File: src/rtl/piso_tx_sched.sv
// piso_tx_sched: round-robin transmit scheduler driving the shared PISO shifter
// (load strobe, data bus, divided shift strobe, frame-done pulse).
module piso_tx_sched #(
    parameter int WIDTH = 8,
    parameter int DIV_W = 4
) (
    input  logic             clk,
    input  logic             reset,
    input  logic             enable,
    input  logic [DIV_W-1:0] baud_div,
    input  logic             req0_valid,
    input  logic [WIDTH-1:0] req0_data,
    output logic             req0_ready,
    input  logic             req1_valid,
    input  logic [WIDTH-1:0] req1_data,
    output logic             req1_ready,
    output logic             piso_on,
    output logic             piso_enable,
    output logic [WIDTH-1:0] piso_data,
    output logic             grant_id,
    output logic             busy,
    output logic             frame_done
);
    localparam int CNT_W = $clog2(WIDTH + 1);

    typedef enum logic [1:0] {IDLE, LOAD, SHIFT, DONE} state_t;

    state_t           state;
    logic             last_grant;
    logic [DIV_W-1:0] baud_q;
    logic [DIV_W-1:0] div_cnt;
    logic [DIV_W-1:0] div_nxt;
    logic [CNT_W-1:0] bit_cnt;
    logic             idle_en;

    assign idle_en    = (state == IDLE) & enable & ~reset;
    assign req0_ready = idle_en & req0_valid & (~req1_valid | last_grant);
    assign req1_ready = idle_en & req1_valid & (~req0_valid | ~last_grant);
    assign div_nxt    = div_cnt + DIV_W'(1);

    // piso_enable is registered, so it is raised one cycle early when the
    // divider is about to reach the latched period
    always_ff @(posedge clk or posedge reset) begin
        if (reset) begin
            state       <= IDLE;
            last_grant  <= 1'b1;
            baud_q      <= '0;
            div_cnt     <= '0;
            bit_cnt     <= '0;
            piso_on     <= 1'b0;
            piso_enable <= 1'b0;
            piso_data   <= '0;
            grant_id    <= 1'b0;
            busy        <= 1'b0;
            frame_done  <= 1'b0;
        end else begin
            case (state)
                IDLE: begin
                    if (req0_ready | req1_ready) begin
                        piso_data  <= req1_ready ? req1_data : req0_data;
                        baud_q     <= baud_div;
                        grant_id   <= req1_ready;
                        last_grant <= req1_ready;
                        busy       <= 1'b1;
                        piso_on    <= 1'b1;
                        state      <= LOAD;
                    end
                end
                LOAD: begin
                    piso_on     <= 1'b0;
                    div_cnt     <= '0;
                    bit_cnt     <= '0;
                    piso_enable <= (baud_q == '0);
                    state       <= SHIFT;
                end
                SHIFT: begin
                    if (div_cnt == baud_q) begin
                        div_cnt <= '0;
                        bit_cnt <= bit_cnt + CNT_W'(1);
                        if (bit_cnt == CNT_W'(WIDTH - 1)) begin
                            piso_enable <= 1'b0;
                            frame_done  <= 1'b1;
                            state       <= DONE;
                        end else begin
                            piso_enable <= (baud_q == '0);
                        end
                    end else begin
                        div_cnt     <= div_nxt;
                        piso_enable <= (div_nxt == baud_q);
                    end
                end
                DONE: begin
                    frame_done <= 1'b0;
                    busy       <= 1'b0;
                    state      <= IDLE;
                end
                default: state <= IDLE;
            endcase
        end
    end
endmodule
File: config.mk
export PLATFORM = sky130hd
export DESIGN_NAME = piso_tx_sched
export DESIGN_NICKNAME = d
export VERILOG_FILES = /design/src/rtl/piso_tx_sched.sv
export SDC_FILE = /design/constraint.sdc
export NUM_CORES = 1
export LEC_CHECK = 0
export CORE_ASPECT_RATIO = 0.8
export CORE_MARGIN = 3
export CORE_UTILIZATION = 50
export CTS_BUF_LIST = sky130_fd_sc_hd__clkbuf_4 sky130_fd_sc_hd__clkbuf_8
export DETAILED_ROUTE_END_ITERATION = 16
export PLACE_DENSITY_LB_ADDON = 0.3
export SLEW_MARGIN = 20
export SYNTH_ARGS = -nofsm -noshare
export SYNTH_HDL_FRONTEND = slang
export SYNTH_SLANG_ARGS = --single-unit
File: constraint.sdc
create_clock -name clk -period 2.3 [get_ports clk]
set_input_delay 0.23 -clock clk [delete_from_list [all_inputs] [get_ports clk]]
set_output_delay 0.23 -clock clk [all_outputs]
set_load 0.01 [all_outputs]
# Word-level counts from Yosys, hierarchy flattened
# Index checks and enable logic that the tools add are counted.
# word_totals
register_bits	28
out_inout_bits	15
wordCells	65
# classes
n_addsub	2
n_eq_ne	9
muxes	18
n_bitwise	13
reduce_logical	12
# ops
operator	count
4-bit case mux with 2 select lines	2
4-bit by 1-bit adder with 4-bit output (second input constant)	2
4-bit equality test	2
4-bit two-way mux	2
8-bit two-way mux	1
1-bit case mux with 2 select lines	4
2-bit case mux with 4 select lines	1
2-bit AND reduction	4
2-bit nonzero test	4
1-bit AND	6
2-bit two-way mux	3
3-bit AND reduction	2
1-bit two-way mux	5
2-bit equality test (second input constant)	2
4-bit by 3-bit equality test with 1-bit output (second input constant)	1
4-bit logical NOT	1
2-bit inequality test (second input constant)	2
1-bit inverter	4
1-bit OR	3
2-bit by 1-bit equality test with 1-bit output (second input constant)	1
2-bit logical NOT	1
2-bit by 1-bit inequality test with 1-bit output (second input constant)	1

# Longest topological paths before layout
# Gate-level depths: netlist of run 1.
# depth
ltp_word	8
depth_mapped	8
mapped_depth_nobuf	6

# Worst setup path before layout of run 1
# No wires, ideal clock.
# synth_path
path_kind	reg2reg
startpoint	reg state[0]
endpoint	reg baud_q[0]
arrival_time_ns	1.673
required_time_ns	2.175
setup_slack_ns	0.503
path_stages_with_launch	8
path_buffers	2
period_less_slack_ns	1.797
cell_sequence	dfrtp_1 > inv_1 > ha_1 > and3b_1 > nor2b_1 > clkbuf_1 > buf_2 > mux2_2
# synth_between
elab_chain_len	7
elab_cells_between_ends	9
# synth_lines
element	line_no	source
from (decl)	28	state_t state;
from (signal assigned)	45	state <= IDLE;
from (signal assigned)	66	state <= LOAD;
from (signal assigned)	74	state <= SHIFT;
2-bit logical NOT (*)	36, 57	
1-bit AND (2 in a row)	36	assign idle_en = (state == IDLE) & enable & ~reset;
1-bit AND (on tied branches) (2 in a row)	37, 38	
1-bit OR	59	if (req0_ready | req1_ready) begin
2-bit AND reduction (no line) (*)	-	
to (signal assigned)	61	baud_q <= baud_div;
to (decl)	30	logic [DIV_W-1:0] baud_q;
# Every way passes the cells marked *; elsewhere a longest branch is shown, timed or not.
# A chain may end at the register's enable or synchronous reset.

# Final worst setup path of run 1
# layout_path
startpoint	reg state[1]
endpoint	out req0_ready
# layout_between
elab_chain_len	5
# layout_lines
element	line_no	source
2-bit logical NOT	36	
1-bit AND (2 in a row)	36	
1-bit AND (2 in a row)	37	assign req0_ready = idle_en & req0_valid & (~req1_valid | last_grant);
to (decl)	13	output logic req0_ready,
# Every way passes these cells.

==> results of run 1 <==
==> routing by layer <==
| metal | vias to the layer above | global-route usage (%) |
|---|---|---|
| met1 | 606 | 24.7 |
| met4 | 0 | 5.38 |
| met2 | 33 | 30.9 |
| met5 | - | 0 |
| met3 | 6 | 4.44 |
| li1 | 623 | - |
==> worst max-delay path, cell delays in order (launching register included) <==
cell	delay [ps]
dfrtp_1	460
inv_1	130
ha_1	170
and3b_1	190
and3_1	210
clkdlybuf4s50_1	550
==> layout make-up <==
class / instances / area, µm² / share of cell area [%]
multi-input cells: 109 / 793 / 38.1
flip-flops and latches: 28 / 702 / 33.7
repair buffers: 46 / 443 / 21.3
clock buffers: 4 / 55.1 / 2.64
well taps: 38 / 47.5 / 2.28
inverters: 11 / 41.3 / 1.98
==> report_power, final <==
group          switching (mW)  internal (mW)  total, mW
sequential              0.163          0.694      0.857
combinational           0.612          0.609       1.22
clock                   0.146          0.153      0.299
total                   0.921           1.46       2.38
==> through the flow <==
step	setup slack (ps)	power, mW	cell area [µm²]	instances	util [%]
3_5_place_dp	404	2.09	2030	232	70.6
4_1_cts	100	2.39	2080	236	72.5
3_3_place_gp	440	2.03	2030	232	70.6
6_report	83.8	2.38	2080	236	72.5
2_1_floorplan	503	1.61	1560	154	-
5_1_grt	7.09	2.56	2080	236	72.5
==> synth_stat cells, types with 2 or more instances <==
cell,instances,area [µm²]
dfrtp_1,27,676
nor4_1,2,12.5
xor2_2,3,48.8
xor2_1,2,17.5
o21ai_0,7,35.0
nand3_1,6,30.0
nand2_1,8,30.0
ha_1,7,87.6
xnor2_1,2,17.5
a31oi_1,2,12.5
mux2i_1,9,90.1
and3_1,2,12.5
inv_1,11,41.3
clkbuf_1,4,15.0
nor2b_1,5,31.3
mux2_2,6,67.6
nor2_1,16,60.1
buf_2,2,10.0
nand3b_1,2,15.0
a21oi_1,13,65.1
==> final timing paths <==
check / startpoint / endpoint / slack [ps] / cells after the start
max reg2reg: state[1] / piso_data[3] / 340 / 7
max: state[1] / req0_ready / 80 / 5
min reg2reg: last_grant / last_grant / 530 / 2
max in group asynchronous: reset / last_grant / 1570 / 3
min: reset / piso_data[4] / 150 / 2
min in group clk: last_grant / last_grant / 530 / 2
==> state kept, by name, summed over array words and instances (netlist names) <==
register	count
piso_on	1
grant_id	1
piso_data	8
frame_done	1
state	2
baud_q	4
piso_enable	1
div_cnt	4
busy	1
bit_cnt	4
last_grant	1
==> kinds of logic (layout without fill, tap and decap cells) <==
logic type | count (synthesis) | count (layout) | synth area share, %
AND/OR/NAND/NOR | 50 | 50 | 17.9
AO/OA/AOI/OAI | 30 | 30 | 11.8
flip-flops | 28 | 28 | 45.0
buffers and inverters | 17 | 61 | 4.25
multiplexers | 15 | 15 | 10.1
adder cells (fa/ha/maj) | 7 | 7 | 5.61
XOR/XNOR | 7 | 7 | 5.37
==> impl_results.html, run 1 <==
<table>
<tr><th>Metric</th><th>Value</th></tr>
<tr><th colspan="2">STA</th></tr>
<tr><td>Post-route setup TNS</td><td>0 ps</td></tr>
<tr><td>Final hold violation count</td><td>0</td></tr>
<tr><td>Top achievable clock speed</td><td>0.451 GHz</td></tr>
<tr><td>Setup Viol. Count Final</td><td>0</td></tr>
<tr><td>Min cycle time layout</td><td>2220 ps</td></tr>
<tr><td>Worst hold slack after final layout</td><td>152 ps</td></tr>
<tr><td>Worst-case headroom to the max-slew limit</td><td>60.5%</td></tr>
<tr><td>RSZ-0062 raised after global routing</td><td>false</td></tr>
<tr><td>Largest clock skew in the final design</td><td>9.23 ps</td></tr>
<tr><td>Final Max Slew Viols</td><td>0</td></tr>
<tr><td>Actual slew at the worst max-slew pin</td><td>586 ps</td></tr>
<tr><td>Fin crit share</td><td>96.4%</td></tr>
<tr><th colspan="2">Route</th></tr>
<tr><td>DRC violations left</td><td>0</td></tr>
<tr><td>Wire length per cell</td><td>14.2 µm</td></tr>
<tr><td>Overall via count from detail_route</td><td>1268</td></tr>
<tr><td>Number of routed nets with antenna violations</td><td>0</td></tr>
<tr><td>Initial DRC Count</td><td>93</td></tr>
<tr><td>Wire length on met2</td><td>1640 µm</td></tr>
<tr><td>Met1 Routed Length</td><td>1530 µm</td></tr>
<tr><td>Drt via density</td><td>5.37</td></tr>
<tr><td>Number of optimization iterations in the first detailed-route pass</td><td>4</td></tr>
<tr><td>Routed wire length</td><td>3360 µm</td></tr>
<tr><td>Top layer used by detailed routing</td><td>met4</td></tr>
<tr><td>Met3 routed WL</td><td>160 µm</td></tr>
<tr><th colspan="2">Hold path</th></tr>
<tr><td>Min-delay worst type</td><td>in2async</td></tr>
<tr><th colspan="2">Critical path</th></tr>
<tr><td>Kind of critical path</td><td>reg2out</td></tr>
<tr><td>Category of the worst setup path launch point</td><td>register</td></tr>
<tr><td>Data required time at the worst endpoint</td><td>2070 ps</td></tr>
<tr><td>Endpoint kind of the worst setup timing path</td><td>output pin</td></tr>
<tr><td>Biggest fanout along the worst timing path</td><td>5</td></tr>
<tr><td>Critical path data arrival time</td><td>1990 ps</td></tr>
<tr><th colspan="2">CTS</th></tr>
<tr><td>Bufs on Longest Clock Path</td><td>2</td></tr>
<tr><td>Total of hold buffers inserted after clock tree synthesis</td><td>0</td></tr>
<tr><td>Max H-tree Level</td><td>1</td></tr>
<tr><td>Number of instances resized during post-cts repair</td><td>0</td></tr>
<tr><td>Clock Pin Slew Worst Setup and Hold Paths</td><td>90 ps</td></tr>
<tr><td>Num CTS Buffers</td><td>3</td></tr>
<tr><td>Clock net sink count</td><td>28</td></tr>
<tr><td>TritonCTS clock tree</td><td>done</td></tr>
<tr><td>Post-CTS setup-driven buffer insertion count</td><td>0</td></tr>
<tr><td>CTS root buffer</td><td>clkbuf_8</td></tr>
<tr><td>Worst-Skew Late Latency</td><td>270 ps</td></tr>
<tr><th colspan="2">Power and ir drop</th></tr>
<tr><td>P per Cell Area</td><td>1140 mW/mm²</td></tr>
<tr><td>Static leakage</td><td>0.979 nW</td></tr>
<tr><td>VDD IR max</td><td>0.633 mV</td></tr>
<tr><th colspan="2">Synth</th></tr>
<tr><td>Sequential element share of the synthesized area</td><td>45.0%</td></tr>
<tr><td>Synthesized area</td><td>0.00156 mm²</td></tr>
<tr><td>Count of flip-flops with a built-in enable after synthesis</td><td>0</td></tr>
<tr><td>Average cell area after synthesis</td><td>10.1 µm²</td></tr>
<tr><td>Yosys warns</td><td>0</td></tr>
<tr><td>Number of distinct library cell variants in the gate-level netlist after synthesis</td><td>38</td></tr>
<tr><td>Cells after synthesis</td><td>154</td></tr>
<tr><td>Primary FF master, synth</td><td>dfrtp_1</td></tr>
<tr><td>Share of flip-flops with an asynchronous set or reset after synthesis</td><td>100%</td></tr>
<tr><td>Register bit total from synthesis</td><td>28</td></tr>
<tr><td>Net count of the mapped netlist</td><td>186</td></tr>
<tr><th colspan="2">GRT</th></tr>
<tr><td>Antenna violations before repair</td><td>0</td></tr>
<tr><td>Vias in the first global route</td><td>1245</td></tr>
<tr><td>GRT Overall Usage</td><td>19.0%</td></tr>
<tr><td>First-pass GRT wire length</td><td>5590 µm</td></tr>
<tr><td>Maximum number of pins on one net before global-route repair</td><td>27</td></tr>
<tr><td>Remaining global-route overflow</td><td>0</td></tr>
<tr><th colspan="2">Die</th></tr>
<tr><td>Floorplan die width</td><td>68.5 µm</td></tr>
<tr><td>Starting utilization of the core area</td><td>54.4%</td></tr>
<tr><td>I/O pin cnt</td><td>40</td></tr>
<tr><td>Die Y</td><td>56.0 µm</td></tr>
<tr><td>Die footprint</td><td>0.00383 mm²</td></tr>
<tr><td>Floorplan Core Area</td><td>0.00287 mm²</td></tr>
<tr><td>Total number of placement rows</td><td>17</td></tr>
<tr><th colspan="2">Final layout</th></tr>
<tr><td>Most used cells in the layout excluding fill and tap cells</td><td>clkdlybuf4s50_1, dfrtp_1, nor2_1</td></tr>
<tr><td>Diode insertion count for antenna repair</td><td>0</td></tr>
<tr><td>Nets</td><td>231</td></tr>
<tr><td>Number of fill cells</td><td>206</td></tr>
<tr><td>Layout overhead on the synthesized area</td><td>33.3%</td></tr>
<tr><td>Most frequent standard cell in the layout excluding fill and tap cells</td><td>clkdlybuf4s50_1</td></tr>
<tr><td>Share of layout cells above drive strength 1</td><td>12.1%</td></tr>
<tr><th colspan="2">Run status</th></tr>
<tr><td>Outcome</td><td>finished, final reports clean</td></tr>
<tr><th colspan="2">Placement</th></tr>
<tr><td>Final Wtd Congestion</td><td>0.826</td></tr>
<tr><td># port buffers</td><td>39</td></tr>
<tr><td>Detailed Place HPWL</td><td>2670 µm</td></tr>
<tr><th colspan="2">Flow run</th></tr>
<tr><td>Max-cap violation count</td><td>0</td></tr>
</table>
Note: power is estimated with default switching activity, not from simulation.
==> run 2, diff against run 1 <==
--- a/config.mk
+++ b/config.mk
@@ -15,3 +15,4 @@
 export SYNTH_ARGS = -nofsm -noshare
 export SYNTH_HDL_FRONTEND = slang
 export SYNTH_SLANG_ARGS = --single-unit
+export TNS_END_PERCENT = 30
==> results of run 2 <==
The final DEF is identical to that of run 1; final timing and power are the same.
==> run 3, diff against run 2 <==
--- a/config.mk
+++ b/config.mk
@@ -10,7 +10,9 @@
 export CORE_UTILIZATION = 50
 export CTS_BUF_LIST = sky130_fd_sc_hd__clkbuf_4 sky130_fd_sc_hd__clkbuf_8
 export DETAILED_ROUTE_END_ITERATION = 16
+export GPL_ROUTABILITY_DRIVEN = 0
 export PLACE_DENSITY_LB_ADDON = 0.3
+export SETUP_SLACK_MARGIN = 0.15
 export SLEW_MARGIN = 20
 export SYNTH_ARGS = -nofsm -noshare
 export SYNTH_HDL_FRONTEND = slang
==> impl_results.html, run 3 (synthesis gave the netlist of run 1 again) <==
<table>
<tr><th>Metric</th><th>Value</th></tr>
<tr><th colspan="2">Final layout</th></tr>
<tr><td>Diode insertion count for antenna repair</td><td>0</td></tr>
<tr><td>Utilization after layout</td><td>73.3%</td></tr>
<tr><td>Final Instance Area</td><td>0.00211 mm²</td></tr>
<tr><td>Combined area of the multi-input logic cells</td><td>793 µm²</td></tr>
<tr><td>Top register by number of flip-flops</td><td>piso_data</td></tr>
<tr><td>Share of layout cells above drive strength 1</td><td>13.9%</td></tr>
<tr><td>Flip-flop count of the largest register after layout</td><td>8</td></tr>
<tr><td>Nets</td><td>234</td></tr>
<tr><td>Layout overhead on the synthesized area</td><td>34.9%</td></tr>
<tr><td>Register cell area after layout</td><td>702 µm²</td></tr>
<tr><td>Number of fill cells</td><td>207</td></tr>
<tr><td>Most used cells in the layout excluding fill and tap cells</td><td>clkdlybuf4s50_1, dfrtp_1, nor2_1</td></tr>
<tr><td>Most frequent standard cell in the layout excluding fill and tap cells</td><td>clkdlybuf4s50_1</td></tr>
<tr><th colspan="2">CTS</th></tr>
<tr><td>Worst-Skew Late Latency</td><td>270 ps</td></tr>
<tr><td>Bufs on Longest Clock Path</td><td>2</td></tr>
<tr><td>Max H-tree Level</td><td>1</td></tr>
<tr><td>Num CTS Buffers</td><td>3</td></tr>
<tr><td>Clock net sink count</td><td>28</td></tr>
<tr><td>TritonCTS clock tree</td><td>done</td></tr>
<tr><td>Clock Pin Slew Worst Setup and Hold Paths</td><td>100 ps</td></tr>
<tr><td>Total of hold buffers inserted after clock tree synthesis</td><td>0</td></tr>
<tr><td>CTS root buffer</td><td>clkbuf_8</td></tr>
<tr><th colspan="2">Die</th></tr>
<tr><td>Die footprint</td><td>0.00383 mm²</td></tr>
<tr><td>Floorplan die width</td><td>68.5 µm</td></tr>
<tr><td>Floorplan Core Area</td><td>0.00287 mm²</td></tr>
<tr><td>Starting utilization of the core area</td><td>54.4%</td></tr>
<tr><td>I/O pin cnt</td><td>40</td></tr>
<tr><td>Total number of placement rows</td><td>17</td></tr>
<tr><td>Die Y</td><td>56.0 µm</td></tr>
<tr><th colspan="2">Route</th></tr>
<tr><td>Initial DRC Count</td><td>125</td></tr>
<tr><td>DRC violations left</td><td>0</td></tr>
<tr><td>Number of routed nets with antenna violations</td><td>0</td></tr>
<tr><td>Drt via density</td><td>5.39</td></tr>
<tr><td>Routed wire length</td><td>3460 µm</td></tr>
<tr><td>Number of optimization iterations in the first detailed-route pass</td><td>4</td></tr>
<tr><td>Wire length per cell</td><td>14.5 µm</td></tr>
<tr><td>Overall via count from detail_route</td><td>1289</td></tr>
<tr><th colspan="2">Critical path</th></tr>
<tr><td>Kind of critical path</td><td>reg2reg</td></tr>
<tr><td>FF-to-FF End</td><td>piso_data[3]</td></tr>
<tr><td>Data required time at the worst endpoint</td><td>2490 ps</td></tr>
<tr><td>Critical R2R Launch</td><td>state[1]</td></tr>
<tr><td>Reg2Reg Depth</td><td>7</td></tr>
<tr><td>Max stage delay cell, worst path</td><td>nor2b_1</td></tr>
<tr><td>CP Launch Point</td><td>state[1]</td></tr>
<tr><td>Kind of cell with the highest combined delay on the critical path</td><td>simple AND/OR/NAND/NOR gates</td></tr>
<tr><td>Cell chain of the critical path</td><td>inv_1 -&gt; ha_1 -&gt; and3b_1 -&gt; nor2b_1 -&gt; buf_4 -&gt; nor2_1 -&gt; a21oi_1</td></tr>
<tr><td>Worst setup slack for register-to-register paths</td><td>400 ps</td></tr>
<tr><td>Crit path depth</td><td>7</td></tr>
<tr><td>Endpoint kind of the worst setup timing path</td><td>register</td></tr>
<tr><td>Biggest fanout along the worst timing path</td><td>12</td></tr>
<tr><td>Critical path data arrival time</td><td>2090 ps</td></tr>
<tr><td>Number of buffer and inverter instances along the worst setup path</td><td>2</td></tr>
<tr><td>Delay of the slowest critical-path stage</td><td>450 ps</td></tr>
<tr><td>Category of the worst setup path launch point</td><td>register</td></tr>
<tr><th colspan="2">Flow run</th></tr>
<tr><td>Max-cap violation count</td><td>0</td></tr>
<tr><th colspan="2">STA</th></tr>
<tr><td>Largest clock skew in the final design</td><td>9.10 ps</td></tr>
<tr><td>Worst-case headroom to the max-slew limit</td><td>59.8%</td></tr>
<tr><td>Final hold violation count</td><td>0</td></tr>
<tr><td>Setup Viol. Count Final</td><td>0</td></tr>
<tr><td>Final Max Slew Viols</td><td>0</td></tr>
<tr><td>Worst Slack Setup Final</td><td>396 ps</td></tr>
<tr><td>Min cycle time layout</td><td>1900 ps</td></tr>
<tr><td>Top achievable clock speed</td><td>0.525 GHz</td></tr>
<tr><td>Actual slew at the worst max-slew pin</td><td>596 ps</td></tr>
<tr><td>Post-route setup TNS</td><td>0 ps</td></tr>
<tr><td>Fin crit share</td><td>82.8%</td></tr>
<tr><td>RSZ-0062 raised after global routing</td><td>false</td></tr>
<tr><th colspan="2">Placement</th></tr>
<tr><td># port buffers</td><td>39</td></tr>
<tr><td>Setup slack after placement</td><td>404 ps</td></tr>
<tr><td>Detailed Place HPWL</td><td>2670 µm</td></tr>
<tr><td>Post-DP Area</td><td>0.00203 mm²</td></tr>
<tr><th colspan="2">GRT</th></tr>
<tr><td>GRT Overall Usage</td><td>19.0%</td></tr>
<tr><td>Antenna violations before repair</td><td>0</td></tr>
<tr><td>Maximum number of pins on one net before global-route repair</td><td>27</td></tr>
<tr><td>Remaining global-route overflow</td><td>0</td></tr>
<tr><td>Vias in the first global route</td><td>1245</td></tr>
<tr><td>First-pass GRT wire length</td><td>5590 µm</td></tr>
<tr><th colspan="2">Hold path</th></tr>
<tr><td>Min-delay worst type</td><td>in2async</td></tr>
<tr><th colspan="2">Power and ir drop</th></tr>
<tr><td>Static leakage</td><td>1.02 nW</td></tr>
<tr><td>P per Cell Area</td><td>1150 mW/mm²</td></tr>
<tr><td>VDD IR max</td><td>0.637 mV</td></tr>
<tr><th colspan="2">Run status</th></tr>
<tr><td>Outcome</td><td>finished, final reports clean</td></tr>
</table>
[run 3: area by class of cell]
class | instances | area share (%)
inverters | 11 | 1.96
multi-input cells | 109 | 37.7
well taps | 38 | 2.26
clock buffers | 4 | 2.61
repair buffers | 49 | 22.2
flip-flops and latches | 28 | 33.3
[run 3: worst max path at each step]
stage	end	slack, ps
after floorplan	baud_q[0]	500
after global placement	req0_ready	440
after detailed placement	req0_ready	400
after CTS	req1_ready	150
after global routing	piso_data[7]	270
final	piso_data[3]	400
[run 3: metrics by stage]
step | total power, mW | cells | hold slack (ps)
final | 2.43 | 239 | 150
after global routing | 2.61 | 239 | 169
after CTS | 2.39 | 236 | 156
after detailed placement | 2.09 | 232 | 458
after global placement | 2.03 | 232 | 450
after floorplan | 1.61 | 154 | 295
[run 3: what timing repair did]
action                                  in CTS  in global routing
gates resized for setup                      1                  2
pin swaps                                    0                  0
setup buffers                                0                  3
endpoints found under the setup margin       1                  1
[run 3: worst register-to-register path, stage by stage, from the launching register on]
cell and delay (ps):
dfrtp_1 430, inv_1 120, ha_1 170, and3b_1 190
nor2b_1 450, buf_4 270, nor2_1 50, a21oi_1 140
[run 3: report_power, final]
part	switching [mW]	internal, mW
Clock	0.147	0.153
Sequential	0.162	0.694
Combinational	0.634	0.639
[run 3: routing by layer]
metal  part of all wire (%)  vias up  GRT usage, %
li1                       -      628             -
met1                     45      629          24.7
met2                     50       26          30.9
met3                    4.1        6          4.44
met4                    1.2        0          5.38
met5                      0        -             0
